## config.mk

```make
export PLATFORM = sky130hd
export DESIGN_NAME = pipelined_adder
export DESIGN_NICKNAME = d
export VERILOG_FILES = /design/src/rtl/pipelined_adder_pkg.sv /design/src/rtl/adder_stage.sv /design/src/rtl/pipelined_adder.sv
export SDC_FILE = /design/constraint.sdc
export NUM_CORES = 1
export LEC_CHECK = 0
export ABC_AREA = 1
export BUFFER_PORTS_ARGS = -buffer_cell sky130_fd_sc_hd__clkbuf_2
export CAP_MARGIN = 10
export CORE_AREA = 5 5 106 108
export CTS_CLUSTER_SIZE = 8
export DETAILED_ROUTE_END_ITERATION = 10
export DIE_AREA = 0 0 111 113
export GPL_TIMING_DRIVEN = 0
export RECOVER_POWER = 50
export SLEW_MARGIN = 20
export SYNTH_ARGS = -nofsm -noshare
export SYNTH_HDL_FRONTEND = slang
export SYNTH_SLANG_ARGS = --single-unit
```

## constraint.sdc

```tcl
create_clock -name clk -period 2.3 [get_ports clk]
set_input_delay 0.23 -clock clk [delete_from_list [all_inputs] [get_ports clk]]
set_output_delay 0.23 -clock clk [all_outputs]
set_load 0.005 [all_outputs]
```

## src/rtl/pipelined_adder_pkg.sv

```systemverilog
// Shared constants and helpers for the chunked, elastic pipelined adder.
package pipelined_adder_pkg;

    localparam logic OP_ADD = 1'b0;
    localparam logic OP_SUB = 1'b1;

    // Bits added per stage; a zero stage count is guarded so elaboration can report it cleanly.
    function automatic int chunk_w(input int width, input int stages);
        return (stages < 1) ? width : width / stages;
    endfunction

endpackage

```

## src/rtl/adder_stage.sv

```systemverilog
// One pipeline slot: adds its operand chunk with the upstream carry and holds the
// result, carry and operands until the downstream slot takes them.
module adder_stage
    import pipelined_adder_pkg::*;
#(
    parameter int WIDTH = 16,
    parameter int CHUNK = 4,
    parameter int IDX   = 0
) (
    input  logic             clk,
    input  logic             rst_n,
    input  logic             up_valid,
    output logic             up_ready,
    input  logic [WIDTH-1:0] a_up,
    input  logic [WIDTH-1:0] b_up,
    input  logic [WIDTH-1:0] sum_up,
    input  logic             c_up,
    output logic             dn_valid,
    input  logic             dn_ready,
    output logic [WIDTH-1:0] a_dn,
    output logic [WIDTH-1:0] b_dn,
    output logic [WIDTH-1:0] sum_dn,
    output logic             c_dn,
    output logic             ovf_dn
);

    // Chunks at or below this stage are consumed; only the upper ones travel on.
    localparam logic [WIDTH-1:0] KEEP = {WIDTH{1'b1}} << ((IDX + 1) * CHUNK);

    logic [CHUNK-1:0] a_c, b_c;
    logic [CHUNK:0]   s;

    assign a_c      = a_up[IDX*CHUNK +: CHUNK];
    assign b_c      = b_up[IDX*CHUNK +: CHUNK];
    assign s        = {1'b0, a_c} + {1'b0, b_c} + {{CHUNK{1'b0}}, c_up};
    assign up_ready = !dn_valid || dn_ready;

    always_ff @(posedge clk or negedge rst_n) begin
        if (!rst_n) begin
            dn_valid <= 1'b0;
            a_dn     <= '0;
            b_dn     <= '0;
            sum_dn   <= '0;
            c_dn     <= 1'b0;
            ovf_dn   <= 1'b0;
        end else if (up_ready) begin
            dn_valid <= up_valid;
            if (up_valid) begin
                a_dn                       <= a_up & KEEP;
                b_dn                       <= b_up & KEEP;
                sum_dn                     <= sum_up;
                sum_dn[IDX*CHUNK +: CHUNK] <= s[CHUNK-1:0];
                c_dn                       <= s[CHUNK];
                // Only the top stage's flag is meaningful: it sees the operand and sum MSBs.
                ovf_dn                     <= (a_c[CHUNK-1] == b_c[CHUNK-1]) &&
                                              (s[CHUNK-1] != a_c[CHUNK-1]);
            end
        end
    end

endmodule

```

## src/rtl/pipelined_adder.sv

```systemverilog
// Elastic ripple-by-chunk adder/subtractor: STAGES slots with valid/ready flow
// control, bubble collapsing and stall-stable outputs.
module pipelined_adder
    import pipelined_adder_pkg::*;
#(
    parameter int WIDTH  = 16,
    parameter int STAGES = 4
) (
    input  logic             clk,
    input  logic             rst_n,
    input  logic             in_valid,
    output logic             in_ready,
    input  logic [WIDTH-1:0] a,
    input  logic [WIDTH-1:0] b,
    input  logic             cin,
    input  logic             sub,
    output logic             out_valid,
    input  logic             out_ready,
    output logic [WIDTH-1:0] sum,
    output logic             cout,
    output logic             ovf
);

    localparam int CHUNK = chunk_w(WIDTH, STAGES);

    if (STAGES < 1 || (WIDTH % ((STAGES < 1) ? 1 : STAGES)) != 0) begin : g_bad_cfg
        $error("pipelined_adder: WIDTH must be a multiple of STAGES and STAGES >= 1");
    end

    logic [STAGES:0]            vld, rdy, cy;
    logic [STAGES:0][WIDTH-1:0] opa, opb, psum;
    logic [STAGES-1:0]          ov;
    logic                       unused_ops;

    // Subtraction is a + ~b + 1, so invert b and force the carry once, up front.
    assign vld[0]      = in_valid;
    assign in_ready    = rdy[0];
    assign rdy[STAGES] = out_ready;
    assign opa[0]      = a;
    assign opb[0]      = (sub == OP_SUB) ? ~b : b;
    assign cy[0]       = (sub == OP_SUB) ? 1'b1 : cin;
    assign psum[0]     = '0;

    for (genvar k = 0; k < STAGES; k++) begin : g_stage
        adder_stage #(.WIDTH(WIDTH), .CHUNK(CHUNK), .IDX(k)) u_stage (
            .clk      (clk),
            .rst_n    (rst_n),
            .up_valid (vld[k]),
            .up_ready (rdy[k]),
            .a_up     (opa[k]),
            .b_up     (opb[k]),
            .sum_up   (psum[k]),
            .c_up     (cy[k]),
            .dn_valid (vld[k+1]),
            .dn_ready (rdy[k+1]),
            .a_dn     (opa[k+1]),
            .b_dn     (opb[k+1]),
            .sum_dn   (psum[k+1]),
            .c_dn     (cy[k+1]),
            .ovf_dn   (ov[k])
        );
    end

    assign out_valid  = vld[STAGES];
    assign sum        = psum[STAGES];
    assign cout       = cy[STAGES];
    assign ovf        = ov[STAGES-1];
    assign unused_ops = ^{opa[STAGES], opb[STAGES], ov};

endmodule

```

==> results.md <==
- The fraction of post-synthesis cell area in the top cell type by area is 0.547.
- Summing all flip-flop and latch instances after layout gives 0.00243 mm².
- Summing over every cut layer, the via total after detailed routing is 3,150.
- The CTS root buffer is sky130_fd_sc_hd__clkbuf_8.
- Data on the critical path is required at its endpoint by 2070 ps.
- The setup fix buffers added after clock tree synthesis is 0.
- The H-tree was split into 3 levels.
- The routed design could run at a clock period as short as 1820 ps.
- The standard cell core area is 0.0101 mm².
- The number of buffers between clock root and the deepest sink is 2.
- The number of rows created at floorplan is 37.
- The net switching fraction of the power is 0.344.
- The maximum vdd drop is roughly 0.00034 V.
- The post-detailed-route count of antenna-violating nets is 0.
- When the netlist entered floorplanning its net count stood at 541.
- Of the available clock period, the critical path in the final layout requires 0.790.
- For this run the aggregate overflow at the end of global routing stands at 0.
- The tree built by TritonCTS fans out to 97 sinks.
- The biggest area contributor in the post-synthesis netlist is sky130_fd_sc_hd__dfrtp_1.
- At the worst endpoint, the arrival time is 1590 ps.
- For this block, the routed nets add up to 8.59 mm of wire.
- The share of power burned in combinational logic is 0.296.
- Dividing total power by cell area gives a power density of approximately 970 mW/mm².
- The area of the die is 0.0125 mm².
- The number of antenna violations at the first check in global routing came to 0.
- The final clock skew is 7.54 ps.
- After synthesis, the cell types taking the most area are sky130_fd_sc_hd__dfrtp_1 55%, sky130_fd_sc_hd__nand2_1 15%, sky130_fd_sc_hd__nand3_1 3.8%, sky130_fd_sc_hd__fa_1 3.6%, sky130_fd_sc_hd__xor2_1 3.6%.
- The kind of launch point of the worst setup path is a flip-flop.
- Summing all multi-input logic gate instances after layout gives 0.00172 mm².
- Hold is met by 92.4 ps.
- TritonCTS built the clock tree.
- The critical path class is reg2out.
- During I/O placement, the number of pins put on the boundary was 58.
- Summed over all nets, the switching power comes to 1700 µW.
- The total count of hold-check failures in the final report was 0.
- The effective utilization at floorplan is 0.438.
- For this design the static power due to leakage is 0.00265 µW.
- The total count of max-transition violations in the final report was 0.
- The layout cell share with drive strength beyond 1 is 0.164.
- The first-pass iteration count of the detailed router is 4.
- The count of cell types in the netlist is 25.
- The cell count of the worst hold path is 3.
- The weighted congestion reported at the end of routability-driven placement is 0.762.
- Counting cells, the worst reg-to-reg path comes to 5.
- In the final routed layout, each cell accounts on average for 12.4 µm.
- After synthesis the netlist holds a flip-flop and latch count of 97.
- The repair_antennas step left the layout with diodes totalling 0.
- Cell internal power was estimated by the tool at ~3200 µW.
- After the first detailed-routing iteration, the DRC count stood at 162.
- The sequential-to-total area share from yosys stat is 0.547.
- Setup repair after global routing left no endpoint under its margin.
- Of the total power, registers draw 0.502.
- The via count of the first global-routing pass came to roughly 3.2k.
- The synthesis-to-layout area growth is 14.5%.
- The total of endpoints with negative setup slack in the final report is 0.
- The share of total power dissipated in the clock network is 0.201.
- At the pin with the least slew margin, the transition time is 821 ps.
- The worst setup path is captured at an output pin.
- The wire length of the first global-routing pass is 15.1 mm.
- From left edge to right edge, the die measures 111 µm.
- The largest net degree at the start of global routing is 63.
- The overall die height is between 100 and 150 µm.
- The average instance in the mapped netlist occupies 9.19 µm².
- The net count of the finished layout is 610.
- In this run the cell area of the synthesized design comes to 0.00444 mm².
- Dividing the detail-routed via count by the number of cells gives 4.55.
- Timing would allow up to 0.550 GHz.
- The placed wire-length estimate after detailed placement is 6.56 mm.
- The design draws 4950 µW.
- The number of resized instances in the post-cts repair step is 0.
- Headroom to the max-slew limit came out at 0.452.
- After detailed routing, the number of remaining DRC violations is 0.
- The clock insertion delay at the later pin of the skew report is 370 ps.
- The placed cell count is 676.
- The count of input and output buffers is 56.
- The total of warnings raised by yosys is 0.
- Counting the fill cells in the layout gives 994.
- Along the worst path, the maximum fanout reaches 10.
- Counting every instance in the synthesized netlist gives 483.
- The post-CTS clock slew at the launch and capture registers of the worst setup and hold paths is 90 ps.
- Across the run, the number of max-cap violations was 0.
- For this run, the total global-route usage over all layers was measured as 0.148.
- The total CTS buffers is 9.
- The tightest min-delay check is of the in2reg type.
- The number of cells in the finished layout apart from fillers is just under 700.
- The run finished with clean final reports.
==> final timing paths <==
| kind | from | end | slack, ps |
|---|---|---|---|
| min | a[15] | g_stage[0].u_stage.a_dn[15] | 90 |
| max reg2reg | g_stage[1].u_stage.c_dn | g_stage[2].u_stage.c_dn | 620 |
| min in group asynchronous | rst_n | g_stage[0].u_stage.b_dn[13] | 300 |
| max in group asynchronous | rst_n | g_stage[3].u_stage.sum_dn[9] | 860 |
| max | g_stage[3].u_stage.dn_valid | in_ready | 480 |
| min reg2reg | g_stage[0].u_stage.a_dn[12] | g_stage[0].u_stage.a_dn[12] | 480 |
==> placed cells by master, fill, tap and decap left out, drive strengths merged <==
cell type | synthesis | final
nand2 | 178 | 178
dfrtp | 97 | 97
clkbuf | 3 | 71
o21ai | 49 | 49
inv | 41 | 41
nand3 | 34 | 34
xor2 | 18 | 18
buf | 18 | 18
ha | 12 | 12
fa | 8 | 8
a21oi | 7 | 7
nand3b | 6 | 6
clkinvlp | 0 | 4
nand4 | 4 | 4
nor2 | 4 | 4
xnor2 | 2 | 2
or2 | 1 | 1
o21a | 1 | 1
dlygate4sd3 | 0 | 1
==> registers in the layout, indices dropped and copies added, names as in the netlist <==
register / flops
g_stage.u_stage.sum_dn: 40
g_stage.u_stage.a_dn: 24
g_stage.u_stage.b_dn: 24
g_stage.u_stage.c_dn: 4
g_stage.u_stage.dn_valid: 4
g_stage.u_stage.ovf_dn: 1
==> worst max-delay path, stage by stage, from the launching register on <==
cell and delay, ps:
sky130_fd_sc_hd__dfrtp_1 430, sky130_fd_sc_hd__inv_2 70, sky130_fd_sc_hd__nor2_2 40, sky130_fd_sc_hd__nand4_2 100, sky130_fd_sc_hd__clkbuf_1 390, sky130_fd_sc_hd__clkbuf_2 200
==> through the flow <==
step | setup WS (ps) | area (µm²) | utilization | TNS, ps
final | 483 | 5080 | 0.501 | 0
after global routing | 386 | 5080 | 0.501 | 0
after CTS | 467 | 5110 | 0.504 | 0
after detailed placement | 206 | 4920 | 0.486 | 0
after global placement | -180 | 4890 | 0.482 | -17040
after floorplan | 319 | 4440 | - | 0
==> cell usage after synthesis <==
library cell	instances
sky130_fd_sc_hd__o21ai_0	31
sky130_fd_sc_hd__nor2_2	1
sky130_fd_sc_hd__fa_1	8
sky130_fd_sc_hd__nand2_1	176
sky130_fd_sc_hd__o21ai_1	18
sky130_fd_sc_hd__buf_1	2
sky130_fd_sc_hd__buf_6	5
sky130_fd_sc_hd__nand2_2	2
sky130_fd_sc_hd__nand3_1	34
sky130_fd_sc_hd__buf_4	4
sky130_fd_sc_hd__inv_1	38
sky130_fd_sc_hd__nor2_1	3
sky130_fd_sc_hd__inv_2	3
sky130_fd_sc_hd__nand3b_1	6
sky130_fd_sc_hd__nand4_1	3
sky130_fd_sc_hd__xor2_1	18
sky130_fd_sc_hd__buf_2	7
sky130_fd_sc_hd__xnor2_1	2
sky130_fd_sc_hd__dfrtp_1	97
sky130_fd_sc_hd__nand4_2	1
sky130_fd_sc_hd__a21oi_1	7
sky130_fd_sc_hd__ha_1	12
sky130_fd_sc_hd__or2_2	1
sky130_fd_sc_hd__clkbuf_1	3
sky130_fd_sc_hd__o21a_1	1
==> timing repair <==
item	in CTS	in global routing
hold endpoints to repair	35	0
hold buffers	1	0
endpoints found under the setup margin	0	0
==> power groups by stage <==
| stage | Clock [µW] | Sequential, µW | Combinational, µW |
|---|---|---|---|
| 6_report | 997 | 2490 | 1470 |
| 4_1_cts | 1030 | 2490 | 1520 |
| 3_3_place_gp | 0 | 2500 | 1470 |
| 5_1_grt | 1110 | 2550 | 1750 |
| 3_5_place_dp | 0 | 2520 | 1510 |
| 2_1_floorplan | 0 | 2480 | 1010 |
==> per-layer routing <==
layer,part of all wire,GRT usage,up-vias
met3,0.044,0.0267,7
li1,-,-,1663
met4,0.017,0.0714,0
met2,0.45,0.239,58
met1,0.49,0.195,1422
met5,0,0,-
==> logic make-up after synthesis <==
kind of cell    after synthesis  share of synthesized area
flops                        97                      0.547
simple gates                227                      0.213
buf+inv                      62                     0.0663
fa+ha+maj                    20                     0.0699
xor+xnor                     20                     0.0395
compound gates               57                     0.0648
==> cell type report <==
type	count	area share
tap	136	0.0335
inverter	41	0.0303
timing repair buffer	58	0.0593
clock inverter	4	0.00591
buffer	21	0.0276
clock buffer	11	0.0278
multi-input combinational	324	0.338
sequential	97	0.478
No activity file was read; power rests on OpenSTA's default activity.
